## src/rtl/fpu_pkg.sv

```systemverilog
// fpu_pkg: shared FPU issue types, op codes, flag positions and control-word fields
package fpu_pkg;
  typedef enum logic [1:0] {IDLE, BUSY, DONE, DRAIN} fpu_state_t;
  localparam logic [3:0] FPU_OP_FSUB    = 4'd0;
  localparam logic [3:0] FPU_OP_FADD    = 4'd1;
  localparam logic [3:0] FPU_OP_FMUL    = 4'd2;
  localparam logic [3:0] FPU_OP_FDIV    = 4'd3;
  localparam logic [3:0] FPU_OP_FSGNJ   = 4'd4;
  localparam logic [3:0] FPU_OP_FMINMAX = 4'd5;
  localparam logic [3:0] FPU_OP_FSQRT   = 4'd6;
  localparam logic [3:0] FPU_OP_FCMP    = 4'd7;
  localparam logic [3:0] FPU_OP_FCVT_WS = 4'd8;
  localparam logic [3:0] FPU_OP_FCVT_SW = 4'd9;
  localparam int FLAG_NV = 4;
  localparam int FLAG_DZ = 3;
  localparam int FLAG_OF = 2;
  localparam int FLAG_UF = 1;
  localparam int FLAG_NX = 0;
  localparam int CW_FPU_SEL = 18;
  localparam int CW_OP_HI   = 19;
  localparam int CW_OP_MSB  = 10;
  localparam int CW_OP_LSB  = 8;
  function automatic logic [3:0] cw_op(input logic [19:0] cw);
    return {cw[CW_OP_HI], cw[CW_OP_MSB:CW_OP_LSB]};
  endfunction
endpackage

```

## src/rtl/fpu_watchdog.sv

```systemverilog
// fpu_watchdog: counts outstanding-op cycles and flags the last allowed one
module fpu_watchdog #(
  parameter int TIMEOUT = 64,
  parameter int CNT_W   = $clog2(TIMEOUT + 1)
) (
  input  logic clk,
  input  logic rst_n,
  input  logic clr,
  input  logic en,
  output logic expire
);
  logic [CNT_W-1:0] cnt;
  assign expire = en & (cnt == CNT_W'(TIMEOUT - 1));
  always_ff @(posedge clk)
    if (!rst_n) cnt <= '0;
    else if (clr) cnt <= '0;
    else if (en) cnt <= cnt + CNT_W'(1);
endmodule

```

## src/rtl/fpu_issue_ctrl.sv

```systemverilog
// fpu_issue_ctrl: EX-stage sequencer that issues one FPU op, stalls until done and accrues fflags
module fpu_issue_ctrl
  import fpu_pkg::*;
#(
  parameter int TIMEOUT = 64,
  parameter int CNT_W   = $clog2(TIMEOUT + 1)
) (
  input  logic        clk,
  input  logic        rst_n,
  input  logic        ex_valid,
  input  logic [19:0] ex_signals,
  input  logic        ex_flush,
  input  logic [31:0] ex_op_a,
  input  logic [31:0] ex_op_b,
  input  logic        fflags_clr,
  input  logic        fpu_done,
  input  logic [31:0] fpu_result,
  input  logic [4:0]  fpu_flags,
  output logic        fpu_start,
  output logic [3:0]  fpu_op,
  output logic [31:0] fpu_a,
  output logic [31:0] fpu_b,
  output logic        stall,
  output logic        wb_valid,
  output logic [31:0] wb_result,
  output logic [4:0]  fflags,
  output logic        timeout
);
  localparam logic [4:0] TMO_FLAGS = 5'(1) << FLAG_NV;
  fpu_state_t state;
  logic go, done_ok, expire, unused_cw;
  logic [4:0] res_flags;
  assign unused_cw = ^{ex_signals[17:11], ex_signals[7:0]};
  assign go = ex_valid & ex_signals[CW_FPU_SEL] & ~ex_flush;
  // a done pulse in the launch cycle cannot belong to this op
  assign done_ok = fpu_done & ~fpu_start;
  assign stall = (state == IDLE) ? go : (state != DONE);
  fpu_watchdog #(.TIMEOUT(TIMEOUT), .CNT_W(CNT_W)) u_wd (
    .clk    (clk),
    .rst_n  (rst_n),
    .clr    (state == IDLE),
    .en     (state == BUSY || state == DRAIN),
    .expire (expire)
  );
  always_ff @(posedge clk)
    if (!rst_n) begin
      state     <= IDLE;
      fpu_start <= 1'b0;
      fpu_op    <= '0;
      fpu_a     <= '0;
      fpu_b     <= '0;
      wb_valid  <= 1'b0;
      wb_result <= '0;
      res_flags <= '0;
      fflags    <= '0;
      timeout   <= 1'b0;
    end else begin
      fpu_start <= 1'b0;
      wb_valid  <= 1'b0;
      timeout   <= 1'b0;
      fflags    <= (fflags_clr ? 5'b0 : fflags) | ((state == DONE) ? res_flags : 5'b0);
      case (state)
        IDLE:
          if (go) begin
            state     <= BUSY;
            fpu_start <= 1'b1;
            fpu_op    <= cw_op(ex_signals);
            fpu_a     <= ex_op_a;
            fpu_b     <= ex_op_b;
          end
        BUSY:
          if (ex_flush) state <= done_ok ? IDLE : DRAIN;
          else if (done_ok) begin
            state     <= DONE;
            wb_valid  <= 1'b1;
            wb_result <= fpu_result;
            res_flags <= fpu_flags;
          end else if (expire) begin
            state     <= DONE;
            wb_valid  <= 1'b1;
            timeout   <= 1'b1;
            wb_result <= '0;
            res_flags <= TMO_FLAGS;
          end
        DRAIN: if (fpu_done || expire) state <= IDLE;
        DONE: state <= IDLE;
      endcase
    end
endmodule

```

## config.mk

```make
export PLATFORM = sky130hd
export DESIGN_NAME = fpu_issue_ctrl
export DESIGN_NICKNAME = d
export VERILOG_FILES = /design/src/rtl/fpu_pkg.sv /design/src/rtl/fpu_watchdog.sv /design/src/rtl/fpu_issue_ctrl.sv
export SDC_FILE = /design/constraint.sdc
export NUM_CORES = 1
export LEC_CHECK = 0
export ABC_AREA = 1
export ABC_CLOCK_PERIOD_IN_PS = 2600
export BUFFER_PORTS_ARGS = -buffer_cell sky130_fd_sc_hd__buf_2
export CAP_MARGIN = 20
export CELL_PAD_IN_SITES_DETAIL_PLACEMENT = 2
export CELL_PAD_IN_SITES_GLOBAL_PLACEMENT = 2
export CORE_MARGIN = 1.5
export CORE_UTILIZATION = 25
export CTS_CLUSTER_SIZE = 25
export DETAILED_ROUTE_END_ITERATION = 8
export GPL_ROUTABILITY_DRIVEN = 0
export PLACE_DENSITY = 0.85
export SYNTH_ARGS = -nofsm -noshare
export SYNTH_HDL_FRONTEND = slang
export SYNTH_SLANG_ARGS = --single-unit
```

## constraint.sdc

```tcl
create_clock -name clk -period 2.6 [get_ports clk]
set_input_delay 0.26 -clock clk [delete_from_list [all_inputs] [get_ports clk]]
set_output_delay 0.26 -clock clk [all_outputs]
set_load 0.02 [all_outputs]
```

---- Word-level counts from Yosys, hierarchy flattened ----
Cells that the tools add are included.
operators by class
  reductions and logical operators ........ 11
  bitwise logic cells ..................... 9
  muxes and demuxes ....................... 17
  $add $sub $neg .......................... 1
  equal/unequal tests ..................... 8
operators by type and width
  operator                                             number
  2-to-1 mux 32 bit                                    2
  2-to-1 mux 5 bit                                     4
  2-to-1 mux 2 bit                                     6
  one-hot mux 2 bit (4 select lines)                   1
  adder 7 x 1 -> 7 bit, second input constant          1
  equality test 7 x 6 -> 1 bit, second input constant  1
  AND reduction 3 bit                                  2
  bitwise OR 5 bit                                     1
  bitwise AND 1 bit                                    4
  equality test 2 bit, second input constant           2
  2-to-1 mux 1 bit                                     4
  != test 2 bit, second input constant                 2
  != test 4 bit, second input constant                 1
  inverter 1 bit                                       4
  AND reduction 2 bit                                  2
  OR reduction 4 bit                                   1
  OR reduction 3 bit                                   1
  equality test 2 x 1 -> 1 bit, second input constant  1
  zero test 2 bit                                      1
  logical OR 1 bit                                     2
  != test 2 x 1 -> 1 bit, second input constant        1
  nonzero test 2 bit                                   1
  OR reduction 2 bit                                   1
storage, ports and cells
  logic and storage cells ................. 57
  bits in registers ....................... 122

---- Depth between registers and ports, before layout ----
  depth after elaboration ................. 7
  mapped depth ............................ 10

---- Hierarchy ----
From an unflattened synthesis, not the netlist that was laid out.
unflattened totals
  cell total of the unflattened synthesis .. 569
  area, all modules ....................... 4466.8 sq um
by module, submodules not included
  module          sequential area each (sq um)  instances  area each (sq um)  cells an instance
  fpu_issue_ctrl  2302.2                        1          4131.5             523
  fpu_watchdog    140.1                         1          335.3              46

---- Worst setup path before layout ----
Ideal clock, no wire load.
  path kind ............................... register to register
  from .................................... register fpu_start
  to ...................................... register state[1]
  setup time .............................. 0.072 ns
  clock period less this slack ............ 1.416 ns
  stages on the path, launching flop included .. 8
  path buffers ............................ 1
  required time ........................... 2.528 ns
  arrival time ............................ 1.344 ns
  path slack .............................. 1.184 ns
  cells stage by stage .................... dfxtp_1 inv_1 nand2_1 clkinv_1 buf_2 a21oi_1 nand2_1 a21oi_1
between the ends
  cells in the longest elaborated chain, start to end .. 5
  elaborated cells on any way between the ends .. 8
RTL lines
  what                                        RTL line                                    RTL
  start: declaration                          fpu_issue_ctrl.sv:19                        output logic fpu_start,
  start signal: assignment                    fpu_issue_ctrl.sv:48                        fpu_start <= 1'b0;
  start signal: assignment                    fpu_issue_ctrl.sv:58                        fpu_start <= 1'b0;
  start signal: assignment                    fpu_issue_ctrl.sv:66                        fpu_start <= 1'b1;
  inverter 1 bit (*)                          fpu_issue_ctrl.sv:36                        assign done_ok = fpu_done & ~fpu_start;
  bitwise AND 1 bit (*)                       fpu_issue_ctrl.sv:36
  2-to-1 mux 2 bit, on equally long branches  fpu_issue_ctrl.sv:73, fpu_issue_ctrl.sv:72
  2-to-1 mux 2 bit                            fpu_issue_ctrl.sv:72                        if (ex_flush) state <= done_ok ? IDLE : DRAIN;
  one-hot mux 2 bit (4 select lines)          fpu_issue_ctrl.sv:62                        case (state)
  end signal: assignment                      fpu_issue_ctrl.sv:72
  end: declaration                            fpu_issue_ctrl.sv:30                        fpu_state_t state;
Mark *: on every way between the ends. The rest lies on a longest branch, timed or not.
A chain may end at the register's enable or synchronous reset.

---- Worst setup path after layout ----
  from .................................... register state[0]
  to ...................................... output stall
between the ends
  cells in the longest elaborated chain, start to end .. 2
  elaborated cells on any way between the ends .. 3
RTL lines
  what                                              RTL line              RTL
  != test 2 bit or zero test 2 bit (tied branches)  fpu_issue_ctrl.sv:37  assign stall = (state == IDLE) ? go : (state != DONE);
  2-to-1 mux 1 bit (*)                              fpu_issue_ctrl.sv:37
  end: declaration                                  fpu_issue_ctrl.sv:23  output logic stall,
Marks and branches as above.

==> reports/qor.txt <==
outcome: complete, no violations
Die Y: 142 µm
leakage: 3.51 nW
leading cell types in the layout, fill and taps excluded: buf_2, nor2_1, dfxtp_1
RSZ-0062 raised after global routing: no
syn nets: 790
Clock Sink Count: 122
global route overflow: 0
average routed wire per standard cell: 15.2 µm
post-CTS setup buffers: 0
1st-iter DRT viols: 113
# hold bufs at CTS: 0
Top FF cell, synth: dfxtp_1
FFs w/ async S/R, synth: 0
maximum vdd drop: 0.000477 V
syn_area_per_cell: 7.32 µm²
vias in the first global route: 5528
Residual DRC: 0
Worst EP required: 2340 ps
post-synth top area share: 0.504
Row Count: 50
Power Density: 763 mW/mm²
IO buf count: 220
worst min path class: primary input to register
headroom to the max-slew limit: 0.587
commonest non-fill, non-tap cell in the layout: buf_2
Non-Filler Cell Area, Final: 0.00682 mm²
synth unique cells: 29
total track usage: 0.176
final setup violation count: 0
Ys Warns: 0
H-tree lvl count: 4
fin crit share: 0.837
DIE WIDTH: 142 µm
crit path kind: register to output pin
Slew Limit Fails: 0
post_cts resized: 0
maximum fanout along the worst path: 26
DRT Pass-1 Iters: 4
Clock Skew: 6.19 ps
placed cell area: 0.00614 mm²
Initial Util: 0.257
register area share after synthesis: 0.504
Post-DRT Antenna Nets: 0
CP Data Arrival Time: 1920 ps
Final TNS setup: 0 ps
total CTS buffers: 17
CTS tree: built
Detail Placement HPWL: 12100 µm
Least-Margin Pin Slew: 619 ps
vias: 5087
EDFF count, synth: 0
leading area contributor after synthesis: dfxtp_1
Syn Std Cell Area: 0.00484 mm²
Ports: 236
final hold vios: 0
#FFs+latches synth: 122
clock buffer depth: 2
Achievable Freq: 459 MHz
CP endpoint kind: output pin
ANT cells: 0
Clock Pin Slew Worst Setup and Hold Paths: 60 ps
Mapped Cells: 662
initial antenna violation count: 1
largest net degree at the start of global routing: 70
largest cells by area after synthesis: dfxtp_1, nor2_1, nand2_1, o21ai_0, nand3_1
later-pin clock latency in the skew report: 420 ps
Die ar.: 0.0202 mm²
Synth-to-Final Area Change: 40.8%
Max Cap Viol: 0
layout cells sized above 1: 0.322
Final Critical Period: 2180 ps
CTS Root Cell: clkbuf_16
first-pass GRT wire length: 27600 µm
core area: 0.0188 mm²
Vias/cell: 4.44
CP Launch Type: register
WL final: 17400 µm
fin nets: 1000
-- sequential cells by signal (all words and copies together), names as in the netlist --
name       flops
fpu_op         4
fpu_a         32
fpu_start      1
u_wd.cnt       7
wb_valid       1
state          2
fflags         5
timeout        1
fpu_b         32
wb_result     32
res_flags      5
-- cell usage after synthesis, types with 2 or more instances --
master / n
inv_2: 4
dfxtp_1: 122
nor2_1: 203
a21oi_1: 27
a21oi_2: 10
o21ai_1: 2
o21ai_0: 67
inv_1: 39
buf_4: 3
buf_1: 2
nor3_1: 4
nand2_4: 2
buf_6: 5
buf_2: 16
nand2_2: 2
nor2_4: 2
o22ai_1: 2
nand2_1: 93
clkinv_1: 2
nand3_1: 32
clkbuf_1: 15
-- critical path, stage by stage, from the launching register on --
cell and delay, ps:
dfxtp_1 460, inv_2 180, nand2_2 150, nor2_4 50
inv_2 370, nand2_1 90, buf_2 190
-- cell families after synthesis --
logic type                 after synthesis  share of synthesized area
DFF                                    122                      0.504
buffers and inverters                   87                     0.0840
AOI/OAI and AO/OA                      109                      0.121
and+or+nand+nor                        343                      0.288
adders and majority gates                1                    0.00258
-- where the power goes --
group	total, mW	internal [mW]	switching [mW]
combinational	0.487	0.173	0.314
clock	2.74	1.81	0.937
sequential	1.97	1.94	0.0334
-- final cells by class --
| type | instances | area (µm²) |
|---|---|---|
| Tap cell | 260 | 325 |
| Inverter | 45 | 169 |
| Fill cell | 2254 | 12000 |
| Timing Repair Buffer | 233 | 1210 |
| Sequential cell | 122 | 2440 |
| Clock buffer | 18 | 429 |
| Multi-Input combinational cell | 453 | 1990 |
| Clock inverter | 14 | 244 |
-- stage by stage --
step	worst slack (ps)	cells	util	hold slack, ps	power (mW)
after floorplan	1180	662	-	395	2.28
after global placement	709	1113	0.326	440	2.49
after detailed placement	612	1113	0.326	457	2.51
after CTS	343	1145	0.362	41.8	5.29
after global routing	172	1145	0.362	58.3	5.43
final	423	1145	0.362	56.9	5.20
-- worst paths after layout --
check,slack (ps),end,cells after the start,start
setup / recovery,420,stall,6,state[0]$_SDFFE_PN0P_
hold / removal,60,fpu_a[0]$_SDFFE_PN0P_,3,ex_op_a[0]
hold reg to reg,460,u_wd.cnt[6]$_SDFFE_PP0P_,2,u_wd.cnt[6]$_SDFFE_PP0P_
setup reg to reg,610,wb_result[4]$_SDFFE_PN0P_,8,state[0]$_SDFFE_PN0P_
-- layer usage --
layer	vias up	track usage	routed length [µm]
met5	-	0	12
met3	15	0.0868	1860
li1	2503	-	-
met4	2	0.0570	203
met1	2394	0.186	7040
met2	173	0.306	8250
Power figures use the tool's default switching activity.
